### config.mk
export PLATFORM = sky130hd
export DESIGN_NAME = qcpu_spi_master
export DESIGN_NICKNAME = d
export VERILOG_FILES = /design/src/rtl/qcpu_spi_master.sv
export SDC_FILE = /design/constraint.sdc
export NUM_CORES = 1
export LEC_CHECK = 0
export ABC_CLOCK_PERIOD_IN_PS = 2500
export CELL_PAD_IN_SITES_DETAIL_PLACEMENT = 2
export CELL_PAD_IN_SITES_GLOBAL_PLACEMENT = 2
export CORE_AREA = 2 2 86 88
export DETAILED_ROUTE_END_ITERATION = 7
export DIE_AREA = 0 0 88 90
export DONT_BUFFER_PORTS = 1
export PLACE_DENSITY = 0.87
export SYNTH_ARGS = -nofsm -noshare
export SYNTH_HDL_FRONTEND = slang
export SYNTH_SLANG_ARGS = --single-unit
### constraint.sdc
create_clock -name clk -period 2.5 [get_ports clk]
set_input_delay 0.375 -clock clk [delete_from_list [all_inputs] [get_ports clk]]
set_output_delay 0.375 -clock clk [all_outputs]
set_load 0.1 [all_outputs]
### src/rtl/qcpu_spi_master.sv
// SPI master with configurable word width, CPOL/CPHA mode, bit order and decoded chip selects.
// Transfers run LEAD -> SHIFT -> TAIL; every phase is counted in SCLK half-periods.
module qcpu_spi_master #(
  parameter int DATA_W = 8,
  parameter int DIV_W  = 8,
  parameter int NUM_CS = 4,
  localparam int CS_W  = (NUM_CS > 1) ? $clog2(NUM_CS) : 1
) (
  input  logic              clk,
  input  logic              rst,
  input  logic [DIV_W-1:0]  divisor,
  input  logic              cpol,
  input  logic              cpha,
  input  logic              lsb_first,
  input  logic [CS_W-1:0]   cs_sel,
  input  logic              hold_cs,
  input  logic [DATA_W-1:0] din,
  input  logic              start,
  output logic [DATA_W-1:0] dout,
  output logic              busy,
  output logic              done,
  output logic              SCLK,
  output logic              MOSI,
  input  logic              MISO,
  output logic [NUM_CS-1:0] CS_N
);

  localparam int EC_W = $clog2(2 * DATA_W + 1);
  localparam int IX_W = $clog2(DATA_W);

  localparam logic [1:0] IDLE  = 2'd0;
  localparam logic [1:0] LEAD  = 2'd1;
  localparam logic [1:0] SHIFT = 2'd2;
  localparam logic [1:0] TAIL  = 2'd3;

  logic [1:0]        state;
  logic [DIV_W-1:0]  cnt;
  logic [DIV_W-1:0]  div_q;
  logic              cpol_q, cpha_q, lsb_q, hold_q;
  logic [DATA_W-1:0] tx_q, rx_q;
  logic [EC_W-1:0]   ecnt;

  logic              half_end;
  logic [EC_W-1:0]   e_num, samp_idx, drv_idx;
  logic              is_samp;

  function automatic logic [NUM_CS-1:0] cs_decode(input logic [CS_W-1:0] sel);
    cs_decode = '1;
    for (int i = 0; i < NUM_CS; i++)
      if (sel == CS_W'(i)) cs_decode[i] = 1'b0;
  endfunction

  function automatic logic [IX_W-1:0] bit_pos(input logic [EC_W-1:0] j, input logic lsb);
    bit_pos = lsb ? IX_W'(j) : (IX_W'(DATA_W - 1) - IX_W'(j));
  endfunction

  // e_num is the 1-based SCLK edge about to happen; odd edges are leading.
  // Both modes sample bit (e-1)/2 and drive bit e/2, on opposite parities.
  assign half_end = (cnt == div_q);
  assign e_num    = ecnt + EC_W'(1);
  assign samp_idx = ecnt >> 1;
  assign drv_idx  = e_num >> 1;
  assign is_samp  = e_num[0] ^ cpha_q;

  always_ff @(posedge clk) begin
    if (rst) begin
      state <= IDLE;
      cnt   <= '0;
      ecnt  <= '0;
      dout  <= '0;
      busy  <= 1'b0;
      done  <= 1'b0;
      SCLK  <= 1'b0;
      MOSI  <= 1'b0;
      CS_N  <= '1;
    end else begin
      done <= 1'b0;
      if (state == IDLE) cnt <= '0;
      else               cnt <= half_end ? '0 : cnt + DIV_W'(1);

      case (state)
        IDLE: begin
          SCLK <= cpol;
          if (start) begin
            div_q  <= divisor;
            cpol_q <= cpol;
            cpha_q <= cpha;
            lsb_q  <= lsb_first;
            hold_q <= hold_cs;
            tx_q   <= din;
            ecnt   <= '0;
            busy   <= 1'b1;
            CS_N   <= cs_decode(cs_sel);
            state  <= LEAD;
            if (!cpha) MOSI <= lsb_first ? din[0] : din[DATA_W-1];
          end
        end
        LEAD, SHIFT: begin
          if (half_end) begin
            if (state == SHIFT && ecnt == EC_W'(2 * DATA_W)) begin
              SCLK  <= cpol_q;
              state <= TAIL;
            end else begin
              SCLK  <= ~SCLK;
              ecnt  <= e_num;
              state <= SHIFT;
              if (is_samp) rx_q[bit_pos(samp_idx, lsb_q)] <= MISO;
              else if (drv_idx < EC_W'(DATA_W)) MOSI <= tx_q[bit_pos(drv_idx, lsb_q)];
            end
          end
        end
        TAIL: begin
          if (half_end) begin
            state <= IDLE;
            busy  <= 1'b0;
            done  <= 1'b1;
            dout  <= rx_q;
            MOSI  <= 1'b0;
            if (!hold_q) CS_N <= '1;
          end
        end
        default: state <= IDLE;
      endcase
    end
  end

endmodule

# Word level (Yosys, flattened, before mapping)
# Cells that the tools add are included.
# classes
eq_ne	16
n_bitwise	5
div	0
mux	39
magnitude_cmp	4
n_mul	0
n_shift	0
add_sub_neg	4
reduce_logical	18
# op_table
op	count
two-way mux 1 bit	19
!= test 2 bit, second input constant	8
two-way mux 5 bit	3
two-way mux 4 bit	3
case mux 5 bit (2 select lines)	1
AND reduction 3 bit	3
adder 8 x 1 -> 8 bit, second input constant	1
bitwise mux 8 bit	1
== test 2 bit, second input constant	4
== test 8 bit	1
< comparator 3 x 4 -> 1 bit, second input constant	2
case mux 4 bit (2 select lines)	1
AND reduction 4 bit	2
AND reduction 7 bit	1
two-way mux 2 bit	3
two-way mux 3 bit	2
case mux 2 bit (3 select lines)	1
subtractor 3 bit, first input constant	2
adder 5 x 1 -> 5 bit, second input constant	1
== test 5 bit, second input constant	1
AND reduction 5 bit	1
== test 2 x 1 -> 1 bit, second input constant	2
logical NOT 2 bit	2
< comparator 4 bit, second input constant	1
other kinds (12)	20
# word_totals
mem_bits_ro	0
latchBits	0
out_inout_bits	16
ram_bits	0
regBits	59
input_bits	26
mem_count	0
elab_cells	102

# Depth between registers and ports, before layout
# Gate-level depths: netlist (run 1).
# logic_depth
ltp_word	10
depth_mapped	8
ltp_nobuf	7

# Least setup slack after synthesis (run 1)
# No wires, ideal clock.
# synth_timing
path_type	reg2reg
from	reg ecnt[0]
to	reg MOSI
path_stages_with_launch	7
required_time_ns	2.414
synth_period_minus_slack_ns	2.185
path_buffers	0
setup_slack_ns	0.315
arrival_ns	2.099
setup_time_ns	0.086
cell_sequence	dfxtp_1 > ha_1 > xnor2_2 > mux2i_1 > mux4_2 > a2111o_1 > a221oi_2
# synth_between
elab_chain_len	10
word_cells_on_any_way	18
classes_between	2 x add/sub; 1 x order compare; 4 x eq/ne; 8 x mux; 1 x bitwise; 2 x reduce/logical
# synth_rtl
item	line_no	text
from (decl)	41	logic [EC_W-1:0] ecnt;
from (signal assigned)	105	ecnt <= e_num;
adder 5 x 1 -> 5 bit	60	assign e_num = ecnt + EC_W'(1);
subtractor 3 bit	54	bit_pos = lsb ? IX_W'(j) : (IX_W'(DATA_W - 1) - IX_W'(j));
two-way mux 3 bit	54	
binary-select mux 1 bit (select 3 bit)	108	else if (drv_idx < EC_W'(DATA_W)) MOSI <= tx_q[bit_pos(drv_idx, lsb_q)];
two-way mux 1 bit (implied by the code)	108	
two-way mux 1 bit	108	
two-way mux 1 bit	107	if (is_samp) rx_q[bit_pos(samp_idx, lsb_q)] <= MISO;
two-way mux 1 bit	100	if (state == SHIFT && ecnt == EC_W'(2 * DATA_W)) begin
two-way mux 1 bit	99	if (half_end) begin
case mux 1 bit (3 select lines)	81	case (state)
to (signal assigned)	95	if (!cpha) MOSI <= lsb_first ? din[0] : din[DATA_W-1];
to (signal assigned)	108	
to (decl)	23	output logic MOSI,
# Several ways; a longest one is shown, not always the timed one. The select of a mux whose other input is x is not followed.
# A chain may end at the register's enable or synchronous reset.

# Worst setup path in the final report (run 1)
# Ends and elaborated chain as after synthesis.

==> results of run 1 <==
critical path: stages, from the launching register on:
cell	delay, ns
dfxtp_1	0.44
ha_1	0.36
xnor2_4	0.20
mux2i_1	0.12
mux4_2	0.47
a2111o_1	0.43
a221oi_2	0.24
cells by family (layout without fill, tap and decap cells):
group,Yosys count,after routing,share of synthesized area
adders and majority gates,7,7,0.0319
AOI/OAI and AO/OA,43,43,0.0976
buffers and inverters,23,46,0.0315
muxes,16,16,0.0725
DFF,59,59,0.533
and+or+nand+nor,99,99,0.171
xor gates and xnor gates,19,19,0.0634
repair_timing:
action / 4_1_cts / 5_1_grt
hold endpoints to repair: 0 / 0
setup endpoints to repair: 0 / 1
setup buffers: 0 / 0
gates resized for setup: 0 / 1
flip-flops by register name, indices dropped and copies added (netlist names), 2 cells and up:
signal and cells:
div_q 8, state 2, dout 8, CS_N 4, cnt 8, rx_q 8, ecnt 5, tx_q 8
metal layers:
| layer | share of wire | up-vias |
|---|---|---|
| li1 | - | 978 |
| met1 | 0.42 | 1034 |
| met2 | 0.51 | 60 |
| met3 | 0.054 | 9 |
| met4 | 0.014 | 0 |
| met5 | 0 | - |
through the flow:
stage | worst slack [ns] | cells
after global placement | 0.235 | 372
final | 0.162 | 388
after detailed placement | 0.152 | 372
after CTS | 0.104 | 388
after global routing | 0.0457 | 388
after floorplan | 0.315 | 266
cells in the mapped netlist, drive strengths merged:
library cell	count
a311o	1
a21oi	20
nor3	4
a2111o	1
dfxtp	31
a22o	1
a211oi	1
o22ai	1
nor2	37
nand3	17
nor2b	3
nand4b	1
clkbuf	12
or3	1
xor2	6
o21bai	1
a22oi	3
nand2b	6
o21ai	8
mux4	3
nand2	18
and2b	1
a41oi	1
mux2	1
and4	1
and3	5
nand4	3
a221oi	1
edfxtp	28
o31a	1
mux2i	12
a311oi	1
inv	11
xnor2	13
nor4b	1
ha	7
a31oi	2
and4b	1
layout make-up:
class | count | area (µm²) | share of cell area
Clock buffer | 9 | 124 | 0.0387
Clock inverter | 7 | 100 | 0.0313
Inverter | 11 | 41.3 | 0.0129
Multi-Input combinational cell | 184 | 1210 | 0.377
Sequential cell | 59 | 1460 | 0.457
Tap cell | 99 | 124 | 0.0387
Timing Repair Buffer | 19 | 143 | 0.0446
report_power, final:
part	switching, mW	internal [mW]
registers	0.0234	1.05
logic	0.217	0.0889
clock network	0.412	0.567
path summary, 6_finish.rpt:
kind	startpoint	to	slack, ns	depth (start not counted)
hold reg to reg	dout[1]$_SDFFE_PP0P_	dout[1]$_SDFFE_PP0P_	0.45	2
setup reg to reg	ecnt[0]$_SDFFE_PP0P_	MOSI$_SDFFE_PP0P_	0.16	6
setup / recovery	ecnt[0]$_SDFFE_PP0P_	MOSI$_SDFFE_PP0P_	0.16	6
hold / removal	rst	dout[2]$_SDFFE_PP0P_	0.09	1
==> flow_summary.toml, run 1 <==
[grt]
grt_use_met1 = 0.223
grt_usage = 0.191
grtUsageMet3 = 0.0615
grt_max_degree = 27
grt_pass1_vias = 2271
grt_overflow = 0
use_met2 = 0.323
antenna_found_initial = 0
grt_busiest_layer = "met2"
grt_pass1_wl_um = 11400

[route]
route.vias.total = 2081
wirelength_um = 6890
routedWlPerCell_um = 17.8
antenna_left = 0
viasPerCell = 5.36
drt_iter0_drc = 61
drc = 0
drt_first_pass_iters = 5

[power]
p_leak_nw = 1.15
ir_worst_vdd_mv = 0.349
powerDensity_nw_per_um2 = 737
power_mw = 2.36

[cts]
htreeDepth = 3
cts_buffers = 9
cts.path.max_buffers = 2
clock-sinks = 59
cts_root_buf = "clkbuf_8"
clkTransAtPathRegs_ns = 0.07
clock_latency_ns = 0.35
postCtsHoldBufs = 0
cts_tree = "yes"

[floorplanning]
fp.dieW_um = 88
core_area_um2 = 7020
die_y_um = 90
start_util = 0.391
die_area_um2 = 7920
rows = 31
design.portCount = 42

[placed_design]
io_buffers = 0
dp_hpwl_um = 4820
gp_congestion = 0.773
detailed_place.area_um2 = 2970

[cells_and_area]
fin_area_um2 = 3200
fill_cells = 734
layout_common_cells = "37 x nor2_1, 31 x dfxtp_1, 28 x edfxtp_1"
final_nets = 317
layout-drive-gt1-share = 0.142
final_common_cell = "nor2_1"
post-route-util = 0.456
areaGrowthSynthToFinish_pct = 16.6
insertedDiodeCount = 0

[timing]
min_period_over_period = 0.935
worst_pin_slew_ns = 0.957
skew_ns = 0.0115
drv_slew = 0
hold_violations = 0
rsz0062_at_grt = "false"
hold_ws_ns = 0.0928
fmax_mhz = 428
setup_violations = 0
fin_crit_ns = 2.34
relSlewSlack = 0.361
setup_tns_ns = 0

[min_path]
min_path_type = "in -> reg"

[setup_path]
arrival_ns = 2.60
end_kind = "flop"
required_ns = 2.76
cp_max_fo = 6
worstSetupStartpointType = "flop"
crit_type = "reg -> reg"

[run]
drv_cap = 0

[synthesis]
synth.area.top_cells = "edfxtp_1 31%, dfxtp_1 23%, nor2_1 5.1%"
synth_seq_cells = 59
yosysUniqueCellTypes = 39
synth.top_cell.area_share = 0.306
ys_seq_area_frac = 0.533
syn_nets = 299
synth_area_leader_cell = "edfxtp_1"
syn_area_per_cell_um2 = 10.3
yosysWarnings = 0
syn_inst = 266
synth_area_um2 = 2740

[outcome]
outcome = "finished, final reports clean"
Power figures use the tool's default switching activity.
==> run 2: changes to the inputs <==
==> config.mk (replaced) <==
export PLATFORM = sky130hd
export DESIGN_NAME = qcpu_spi_master
export DESIGN_NICKNAME = d
export VERILOG_FILES = /design/src/rtl/qcpu_spi_master.sv
export SDC_FILE = /design/constraint.sdc
export NUM_CORES = 1
export LEC_CHECK = 0
export ABC_CLOCK_PERIOD_IN_PS = 2120
export CELL_PAD_IN_SITES_DETAIL_PLACEMENT = 2
export CELL_PAD_IN_SITES_GLOBAL_PLACEMENT = 2
export CORE_AREA = 2 2 91 93
export DETAILED_ROUTE_END_ITERATION = 7
export DIE_AREA = 0 0 93 95
export DONT_BUFFER_PORTS = 1
export PLACE_DENSITY = 0.83
export SYNTH_ARGS = -nofsm -noshare
export SYNTH_HDL_FRONTEND = slang
export SYNTH_SLANG_ARGS = --single-unit
==> constraint.sdc (replaced) <==
create_clock -name clk -period 2.12 [get_ports clk]
set_input_delay 0.318 -clock clk [delete_from_list [all_inputs] [get_ports clk]]
set_output_delay 0.318 -clock clk [all_outputs]
set_load 0.1 [all_outputs]
==> run 2 against run 1 <==
The flow now finishes with violations (negative setup slack). Largest cell class unchanged. Cell count rose by 5.9%. Count of clock-buffer cells in the layout up 3. Clock skew rose by 0.0014 ns. Largest power group unchanged. Power is 12% higher. Maximum frequency is 8.5% higher. Critical endpoint unchanged.
==> flow_summary.toml, run 2 (synthesis results as in run 1) <==
[timing]
setup_ws_ns = -0.0344
drv_slew = 0
setup_violations = 1
relSlewSlack = 0.691
fin_crit_ns = 2.15
skew_ns = 0.0129
setup_tns_ns = -0.0344
hold_violations = 0
min_period_over_period = 1.02
worst_pin_slew_ns = 0.464
rsz0062_at_grt = "true"
fmax_mhz = 464

[power]
ir_worst_vdd_mv = 0.423
powerDensity_nw_per_um2 = 780
p_leak_nw = 1.23
power_mw = 2.63

[cells_and_area]
final_common_cell = "buf_4"
seqCellArea_um2 = 1460
fill_cells = 853
fin_area_um2 = 3370
areaGrowthSynthToFinish_pct = 22.9
layout_common_cells = "36 x buf_4, 33 x nor2_1, 29 x dfxtp_1"
insertedDiodeCount = 0
layout-drive-gt1-share = 0.229
multiInputGateArea_um2 = 1290
stdcell_count = 411
final_nets = 334

[setup_path]
critPathLaunch = "ecnt[0]$_SDFFE_PP0P_"
required_ns = 2.38
worstSetupStartpointType = "flop"
end_kind = "flop"
reg2regPathDepth = 6
crit_type = "reg -> reg"
cp_max_fo = 5
arrival_ns = 2.42
worstReg2RegEnd = "MOSI$_SDFFE_PP0P_"
r2r_start = "ecnt[0]$_SDFFE_PP0P_"
rrSetupSlack_ns = -0.03

[run]
drv_cap = 0

[floorplanning]
fp.dieW_um = 93
start_util = 0.346
die_y_um = 95
core_area_um2 = 7930
design.portCount = 42
die_area_um2 = 8840
rows = 33

[route]
drt_first_pass_iters = 4
viasPerCell = 5.24
antenna_left = 0
drt_iter0_drc = 153
route.vias.total = 2155
drc = 0
routedWlPerCell_um = 18.7
wirelength_um = 7700

[cts]
postCtsHoldBufs = 0
cts.path.max_buffers = 2
cts_tree = "yes"
clkTransAtPathRegs_ns = 0.07
cts_root_buf = "clkbuf_8"
clock_latency_ns = 0.34
htreeDepth = 3
clock-sinks = 59
cts_buffers = 9

[grt]
grt_pass1_vias = 2334
grt_pass1_wl_um = 12400
antenna_found_initial = 0
grt_max_degree = 27
grt_usage = 0.189
grt_overflow = 0

[min_path]
hold_path.startpoint = "rst"
min_path_type = "in -> reg"
min_path_cells = 1
whs_endpoint = "MOSI$_SDFFE_PP0P_"

[placed_design]
detailed_place.area_um2 = 3100
pre_cts_slack_ns = -0.0702
dp_hpwl_um = 5400
dp_cells = 393
gp_congestion = 0.872
io_buffers = 0

[outcome]
violations = "negative setup slack"
outcome = "complete, but fails checks"
## run 2: cell count changes in the layout (fill, tap and decap cells not counted), sizes merged
cell    before  now
inv         12   11
clkinv       4    3
buf         19   36
clkbuf       9   12
bufinv       2    1
## run 2: cell type report
class,instances,share of cell area
flip-flops and latches,59,0.434
multi-input cells,184,0.382
repair buffers,36,0.0801
clock buffers,12,0.0401
well taps,105,0.0389
clock inverters,4,0.0130
inverters,11,0.0122
## run 2: what timing repair did
item                       4_1_cts  5_1_grt
pin swaps                        2        7
gates resized for setup          3       15
buffers inserted                 1        1
setup endpoints to repair        3       16
hold endpoints to repair         0        0
## run 2: how the worst max path moves through the flow
stage | to | slack, ns | cells past startpoint
global route | MOSI$_SDFFE_PP0P_ | -0.11 | 6
floorplan | MOSI$_SDFFE_PP0P_ | 0.01 | 6
detailed placement | MOSI$_SDFFE_PP0P_ | -0.07 | 6
CTS | rx_q[1]$_DFFE_PP_ | -0.02 | 8
finish | MOSI$_SDFFE_PP0P_ | -0.03 | 6
global placement | MOSI$_SDFFE_PP0P_ | 0.04 | 6
## run 2: stage by stage
step	utilization	hold WS, ns
after floorplan	-	0.417
after global placement	0.391	0.390
after detailed placement	0.391	0.391
after CTS	0.417	0.0215
after global routing	0.426	0.00846
final	0.426	0.0364
## run 2: power by group
| group | switching [mW] | total [mW] | internal [mW] |
|---|---|---|---|
| clock | 0.435 | 0.971 | 0.536 |
| combinational | 0.272 | 0.393 | 0.121 |
| sequential | 0.0273 | 1.27 | 1.24 |
| total | 0.735 | 2.63 | 1.90 |
## run 2: worst max-delay path, cell delays in order, from the launching register on
cell	delay (ns)
dfxtp_2	0.35
ha_4	0.18
xnor2_4	0.27
mux2i_1	0.14
mux4_2	0.49
a2111o_1	0.44
a221oi_2	0.20
## run 2: routing by layer
| metal | global-route usage | share of wire |
|---|---|---|
| met4 | 0.0895 | 0.029 |
| met1 | 0.206 | 0.41 |
| met2 | 0.330 | 0.51 |
| met3 | 0.0646 | 0.053 |
| met5 | 0 | 0 |
